`src/rtl/irq_class_sched.sv`:
```
// Three-class interrupt scheduler: strict priority across classes A>B>C,
// round-robin within a class, valid/ready offer and timeout-supervised service.
module irq_class_sched #(
  parameter int unsigned N_CH    = 9,
  parameter int unsigned TIMEOUT = 16
) (
  input  logic            clk,
  input  logic            rst,
  input  logic [N_CH-1:0] req_a,
  input  logic [N_CH-1:0] req_b,
  input  logic [N_CH-1:0] req_c,
  input  logic            en_wr,
  input  logic [N_CH-1:0] en_data,
  output logic [N_CH-1:0] en_mask,
  output logic [2:0]      pend,
  output logic            grant_valid,
  input  logic            grant_ready,
  output logic [1:0]      grant_class,
  output logic [3:0]      grant_chan,
  output logic            busy,
  input  logic            svc_done,
  output logic            timeout_err,
  input  logic            err_clr
);

  localparam int unsigned CW = $clog2(TIMEOUT);

  typedef enum logic [1:0] {S_IDLE, S_OFFER, S_SERVICE} state_t;

  state_t          state_q, state_d;
  logic [N_CH-1:0] req_a_q, req_b_q, req_c_q;
  logic [N_CH-1:0] en_mask_q, en_mask_d;
  logic [2:0]      pend_q, pend_d;
  logic [3:0]      ptr_a_q, ptr_a_d, ptr_b_q, ptr_b_d, ptr_c_q, ptr_c_d;
  logic [1:0]      grant_class_q, grant_class_d;
  logic [3:0]      grant_chan_q, grant_chan_d;
  logic [CW-1:0]   cnt_q, cnt_d;
  logic            timeout_err_q, timeout_err_d;

  logic [N_CH-1:0] eff_a, eff_b, eff_c;
  logic [4:0]      pick_a, pick_b, pick_c;
  logic [3:0]      ptr_next;
  logic            err_set;

  // Returns {found, index}: first set bit at or above ptr, wrapping at N_CH-1.
  function automatic logic [4:0] rr_pick(input logic [N_CH-1:0] r, input logic [3:0] ptr);
    logic        found;
    logic [3:0]  idx;
    int unsigned j;
    found = 1'b0;
    idx   = '0;
    for (int unsigned i = 0; i < N_CH; i++) begin
      j = 32'(ptr) + i;
      if (j >= N_CH) j = j - N_CH;
      if (!found && r[j[3:0]]) begin
        found = 1'b1;
        idx   = j[3:0];
      end
    end
    return {found, idx};
  endfunction

  // Arbitration runs on the registered request lines, so a request sampled
  // at one edge is decided at the next.
  always_comb begin
    eff_a  = req_a_q & en_mask_q;
    eff_b  = req_b_q & en_mask_q;
    eff_c  = req_c_q & en_mask_q;
    pick_a = rr_pick(eff_a, ptr_a_q);
    pick_b = rr_pick(eff_b, ptr_b_q);
    pick_c = rr_pick(eff_c, ptr_c_q);
    ptr_next = (grant_chan_q == 4'(N_CH - 1)) ? '0 : grant_chan_q + 4'd1;
  end

  always_comb begin
    state_d       = state_q;
    grant_class_d = grant_class_q;
    grant_chan_d  = grant_chan_q;
    ptr_a_d       = ptr_a_q;
    ptr_b_d       = ptr_b_q;
    ptr_c_d       = ptr_c_q;
    cnt_d         = cnt_q;
    err_set       = 1'b0;
    en_mask_d     = en_wr ? en_data : en_mask_q;
    pend_d        = {|(req_c & en_mask_q), |(req_b & en_mask_q), |(req_a & en_mask_q)};

    unique case (state_q)
      S_IDLE: begin
        if (pick_a[4]) begin
          grant_class_d = 2'd0;
          grant_chan_d  = pick_a[3:0];
          state_d       = S_OFFER;
        end else if (pick_b[4]) begin
          grant_class_d = 2'd1;
          grant_chan_d  = pick_b[3:0];
          state_d       = S_OFFER;
        end else if (pick_c[4]) begin
          grant_class_d = 2'd2;
          grant_chan_d  = pick_c[3:0];
          state_d       = S_OFFER;
        end
      end
      S_OFFER: begin
        if (grant_ready) begin
          case (grant_class_q)
            2'd0:    ptr_a_d = ptr_next;
            2'd1:    ptr_b_d = ptr_next;
            default: ptr_c_d = ptr_next;
          endcase
          cnt_d   = '0;
          state_d = S_SERVICE;
        end
      end
      S_SERVICE: begin
        cnt_d = cnt_q + CW'(1);
        if (svc_done) begin
          state_d = S_IDLE;
        end else if (cnt_q == CW'(TIMEOUT - 1)) begin
          err_set = 1'b1;
          state_d = S_IDLE;
        end
      end
      default: state_d = S_IDLE;
    endcase

    timeout_err_d = err_set | (timeout_err_q & ~err_clr);
  end

  always_ff @(posedge clk) begin
    if (rst) begin
      state_q       <= S_IDLE;
      req_a_q       <= '0;
      req_b_q       <= '0;
      req_c_q       <= '0;
      en_mask_q     <= '1;
      pend_q        <= '0;
      ptr_a_q       <= '0;
      ptr_b_q       <= '0;
      ptr_c_q       <= '0;
      grant_class_q <= '0;
      grant_chan_q  <= '0;
      cnt_q         <= '0;
      timeout_err_q <= 1'b0;
    end else begin
      state_q       <= state_d;
      req_a_q       <= req_a;
      req_b_q       <= req_b;
      req_c_q       <= req_c;
      en_mask_q     <= en_mask_d;
      pend_q        <= pend_d;
      ptr_a_q       <= ptr_a_d;
      ptr_b_q       <= ptr_b_d;
      ptr_c_q       <= ptr_c_d;
      grant_class_q <= grant_class_d;
      grant_chan_q  <= grant_chan_d;
      cnt_q         <= cnt_d;
      timeout_err_q <= timeout_err_d;
    end
  end

  assign en_mask     = en_mask_q;
  assign pend        = pend_q;
  assign grant_valid = (state_q == S_OFFER);
  assign busy        = (state_q == S_SERVICE);
  assign grant_class = grant_class_q;
  assign grant_chan  = grant_chan_q;
  assign timeout_err = timeout_err_q;

endmodule

```
`config.mk`:
```
export PLATFORM = sky130hd
export DESIGN_NAME = irq_class_sched
export DESIGN_NICKNAME = d
export VERILOG_FILES = /design/src/rtl/irq_class_sched.sv
export SDC_FILE = /design/constraint.sdc
export NUM_CORES = 1
export LEC_CHECK = 0
export CORE_MARGIN = 8
export CORE_UTILIZATION = 25
export DETAILED_ROUTE_END_ITERATION = 8
export SYNTH_ARGS = -nofsm -noshare
export SYNTH_HDL_FRONTEND = slang
export SYNTH_SLANG_ARGS = --single-unit
```
`constraint.sdc`:
```
create_clock -name clk -period 5.53 [get_ports clk]
set_input_delay 0.8295 -clock clk [delete_from_list [all_inputs] [get_ports clk]]
set_output_delay 0.8295 -clock clk [all_outputs]
set_load 0.05 [all_outputs]
```
==> impl_results.md <==
* Run status: finished, final reports clean
* R2r startpoint: ptr_c_q[2]
* Vias after detailed routing at 15,900
* Die Span Y at between 200 and 250 µm
* Detailed placement HPWL at around 43,000 µm
* Worst IR Drop VDD at ~190 µV
* CP required at between 5000 and 6000 ps
* Num ports at 63
* MaxCap Viol Count at 0
* Pre-CTS setup slack at between 500 and 600 ps
* Top area cells in the synthesized netlist: dfxtp_1 (9.5%), ha_1 (6.2%), mux2i_1 (6.0%)
* Die footprint at 61,600 µm²
* Top cell type's share of synthesized area at 9.50%
* Cell Chain, Critical Path: inv_1 -> ha_1 -> a21boi_2 -> xnor2_1 -> a211oi_1 -> a21oi_1 -> mux2i_1 -> a21o_1 -> a211oi_1 -> and2_1 -> nor2b_1 -> a2111oi_0 -> a21oi_1 -> o41a_1
* Final Max Slew Viols at 0
* HP Start: timeout_err
* Area leader, netlist: dfxtp_1
* Hold Path Cell Cnt at 2
* Clk_lat worst skew at 350 ps
* PortBufs at 62
* Final setup viols at 0
* Filler instances at ~5,900
* Post-cts resize count at 0
* Vias per cell at around 6.2
* Setup Crit Path Kind: flip-flop to flip-flop
* Finished Layout Cells at between 2,000 and 3,000
* Core area at between 50,000 and 60,000 µm²
* Sequential fraction of the synthesis area at approximately a tenth
* FF/Latch Area at approximately 1300 µm²
* Critical Path Source Type: flip-flop
* Antenna Nets Post-Route at 0
* Delay of the slowest critical-path stage at between 600 and 700 ps
* Nets at roughly 2,000
* PwrDens at 198 nW/µm²
* Largest net degree at the start of global routing at between 70 and 80
* Antenna Cells at 0
* Area after DPL at 14,700 µm²
* Clk root buf: clkbuf_16
* Remaining Overflow, GRT at 0
* Synth warn at 0
* Pre-antenna DRT Iters at 5
* Hold Crit Class: flip-flop to flip-flop
* CP max-delay cell: a2111oi_0
* Syn Inst Count at about 1,900
* Number of hold buffers added after CTS at 0
* GRT Overall Usage at between 10% and 20%
* Clk pin slew, worst setup/hold paths at about 70 ps
* Antenna violations before repair at 0
* Distinct cell type count after synthesis at about 120
* Final Util at roughly 28%
* DRT Wirelength at just under 60,000 µm
* Hold Path Sink: timeout_err
* Clock Tree Buf Depth at 2
* Num CTS Buffers at 9
* Final total power at approximately 3.0 mW
* CTS tree: yes
* Row count at 85
* Tmin final at 5010 ps
* WL per Instance at about 23 µm
* Synthesized flop and latch total at between 60 and 70
* Post-CTS Repair Setup Buffers at 0
* RSZ-0062 raised after global routing: no
* Clock sink count at 64
* Mapped cell area at roughly 13,000 µm²
* Post-Route Skew at 11.9 ps
* Fin Setup TNS at 0 ps
* Hold_ws at ~480 ps
* Leakage at approximately 5.3 nW
* Mean Syn Cell Area at approximately 7.2 µm²
* First-pass GRT wire length at ~90,000 µm
* Starting Density at 25.2%
* Final Wtd Congestion at 0.957
* Top_reg_cell synth: dfxtp_1
* Layout Area Growth over Synthesis at 11.1%
* Vias in the first global route at between 10,000 and 15,000
* Multi-input gate area at 11,400 µm²
* Design area at roughly 15,000 µm²
* Post-synth ARST share at 0%
* Max Fclk at 199 MHz
* Arr. time, crit path at 5250 ps
* Setup slack, reg-to-reg at a little over 500 ps
* Crit share post-route at approximately nine tenths
* R2R Path End: grant_chan[3]
* R2R depth at 14
* Worst-Margin Slew at approximately 940 ps
* Crit-path max FO at 17
* Setup crit end kind: flip-flop
* Final Hold Vio Count at 0
* Post-synth net total at 1,986
* Max-slew headroom at between 30% and 40%
* Post-synth EDFFs at 0
* Die width at 248 µm
* H-tree Lvls at 3
* DRC at 0
* Share of cells above drive strength 1 at under 10%
* Post-route setup slack at about 520 ps
* Placed Cells at roughly 2,500
* Initial drt markers at 2,030
[flip-flops by register name (all words and copies together) (netlist names)]
name and cells:
grant_chan 4, ptr_a_q 4, en_mask 9, cnt_q 4, ptr_c_q 4, pend 3, req_b_q 9, req_c_q 9
timeout_err 1, req_a_q 9, state_q 2, ptr_b_q 4, grant_class 2
[worst max-delay path: cells and delay by family, from the launching register on]
kind,cells,cell delay [ps]
and+or+nand+nor,2,370
adders and majority gates,1,370
muxes,1,160
DFF,1,310
xor gates and xnor gates,1,270
buffers and inverters,1,530
AOI/OAI and AO/OA,8,2900
[per-layer routing]
metal	global-route usage, %	up-vias	wire length (µm)
li1	-	7153	-
met1	24.3	7523	24600
met2	28.5	1038	25400
met3	2.68	179	5580
met4	8.03	0	2610
met5	0	-	0
[Yosys cell counts (all sizes together) (10+ instances only)]
library cell / number
a2111oi: 19
a211o: 15
a211oi: 47
a21boi: 14
a21o: 16
a21oi: 128
a221oi: 21
a22o: 10
a22oi: 13
a31oi: 33
and2: 49
buf: 65
clkbuf: 81
dfxtp: 64
ha: 67
inv: 44
mux2: 14
mux2i: 83
mux4: 17
nand2: 174
nand2b: 32
nand3: 59
nand3b: 13
nand4: 25
nand4b: 13
nor2: 138
nor2b: 61
nor3: 63
nor3b: 11
nor4: 16
o2111ai: 10
o211ai: 33
o21a: 13
o21ai: 109
o221ai: 18
o22ai: 16
o31ai: 16
o32ai: 10
or2: 12
or3: 16
xnor2: 54
xor2: 11
[kinds of logic (layout without fill, tap and decap cells)]
kind of cell               Yosys count  count (layout)  synth area share (%)
AOI/OAI and AO/OA                  656             656                  35.2
xor gates and xnor gates            65              65                  4.33
adders and majority gates           67              67                  6.22
buffers and inverters              191             170                  6.21
DFF                                 64              64                  9.50
muxes                              114             114                  10.2
and+or+nand+nor                    720             720                  28.3
[layout make-up]
cell class	count	area share (%)
timing repair buffer	109	6.55
clock inverter	4	0.351
clock buffer	12	1.65
multi-input combinational	1622	75.9
inverter	45	1.13
tap	696	5.81
sequential	64	8.58
[how the worst max path moves through the flow]
stage / startpoint / endpoint / slack (ps) / cells past startpoint
3_3_place_gp: ptr_c_q[1] / grant_chan[3] / 430 / 14
5_1_grt: ptr_c_q[2] / grant_chan[3] / 170 / 14
4_1_cts: ptr_c_q[1] / grant_chan[3] / 460 / 14
3_5_place_dp: ptr_c_q[1] / grant_chan[3] / 500 / 13
2_1_floorplan: ptr_c_q[0] / grant_chan[3] / 960 / 21
6_report: ptr_c_q[2] / grant_chan[3] / 520 / 14
[cells in the final DEF (no fill, tap or decap), types with 33 or more instances in the layout]
cell type,count
nor2b_1,61
dfxtp_1,61
nand3_1,59
and2_1,46
a31oi_1,33
o211ai_1,33
clkdlybuf4s50_1,61
nand2_1,173
mux2i_1,81
buf_4,46
nor3_1,59
a21oi_1,123
o21ai_0,90
nor2_1,137
a211oi_1,45
inv_1,38
xnor2_1,52
ha_1,67
[where the power goes]
group          leakage, nW  internal [mW]  switching, mW
logic                 4.61          0.643           1.16
clock network        0.147          0.364          0.247
registers            0.530          0.496         0.0607
total                 5.29           1.50           1.47
(Power assumes the default switching activity.)
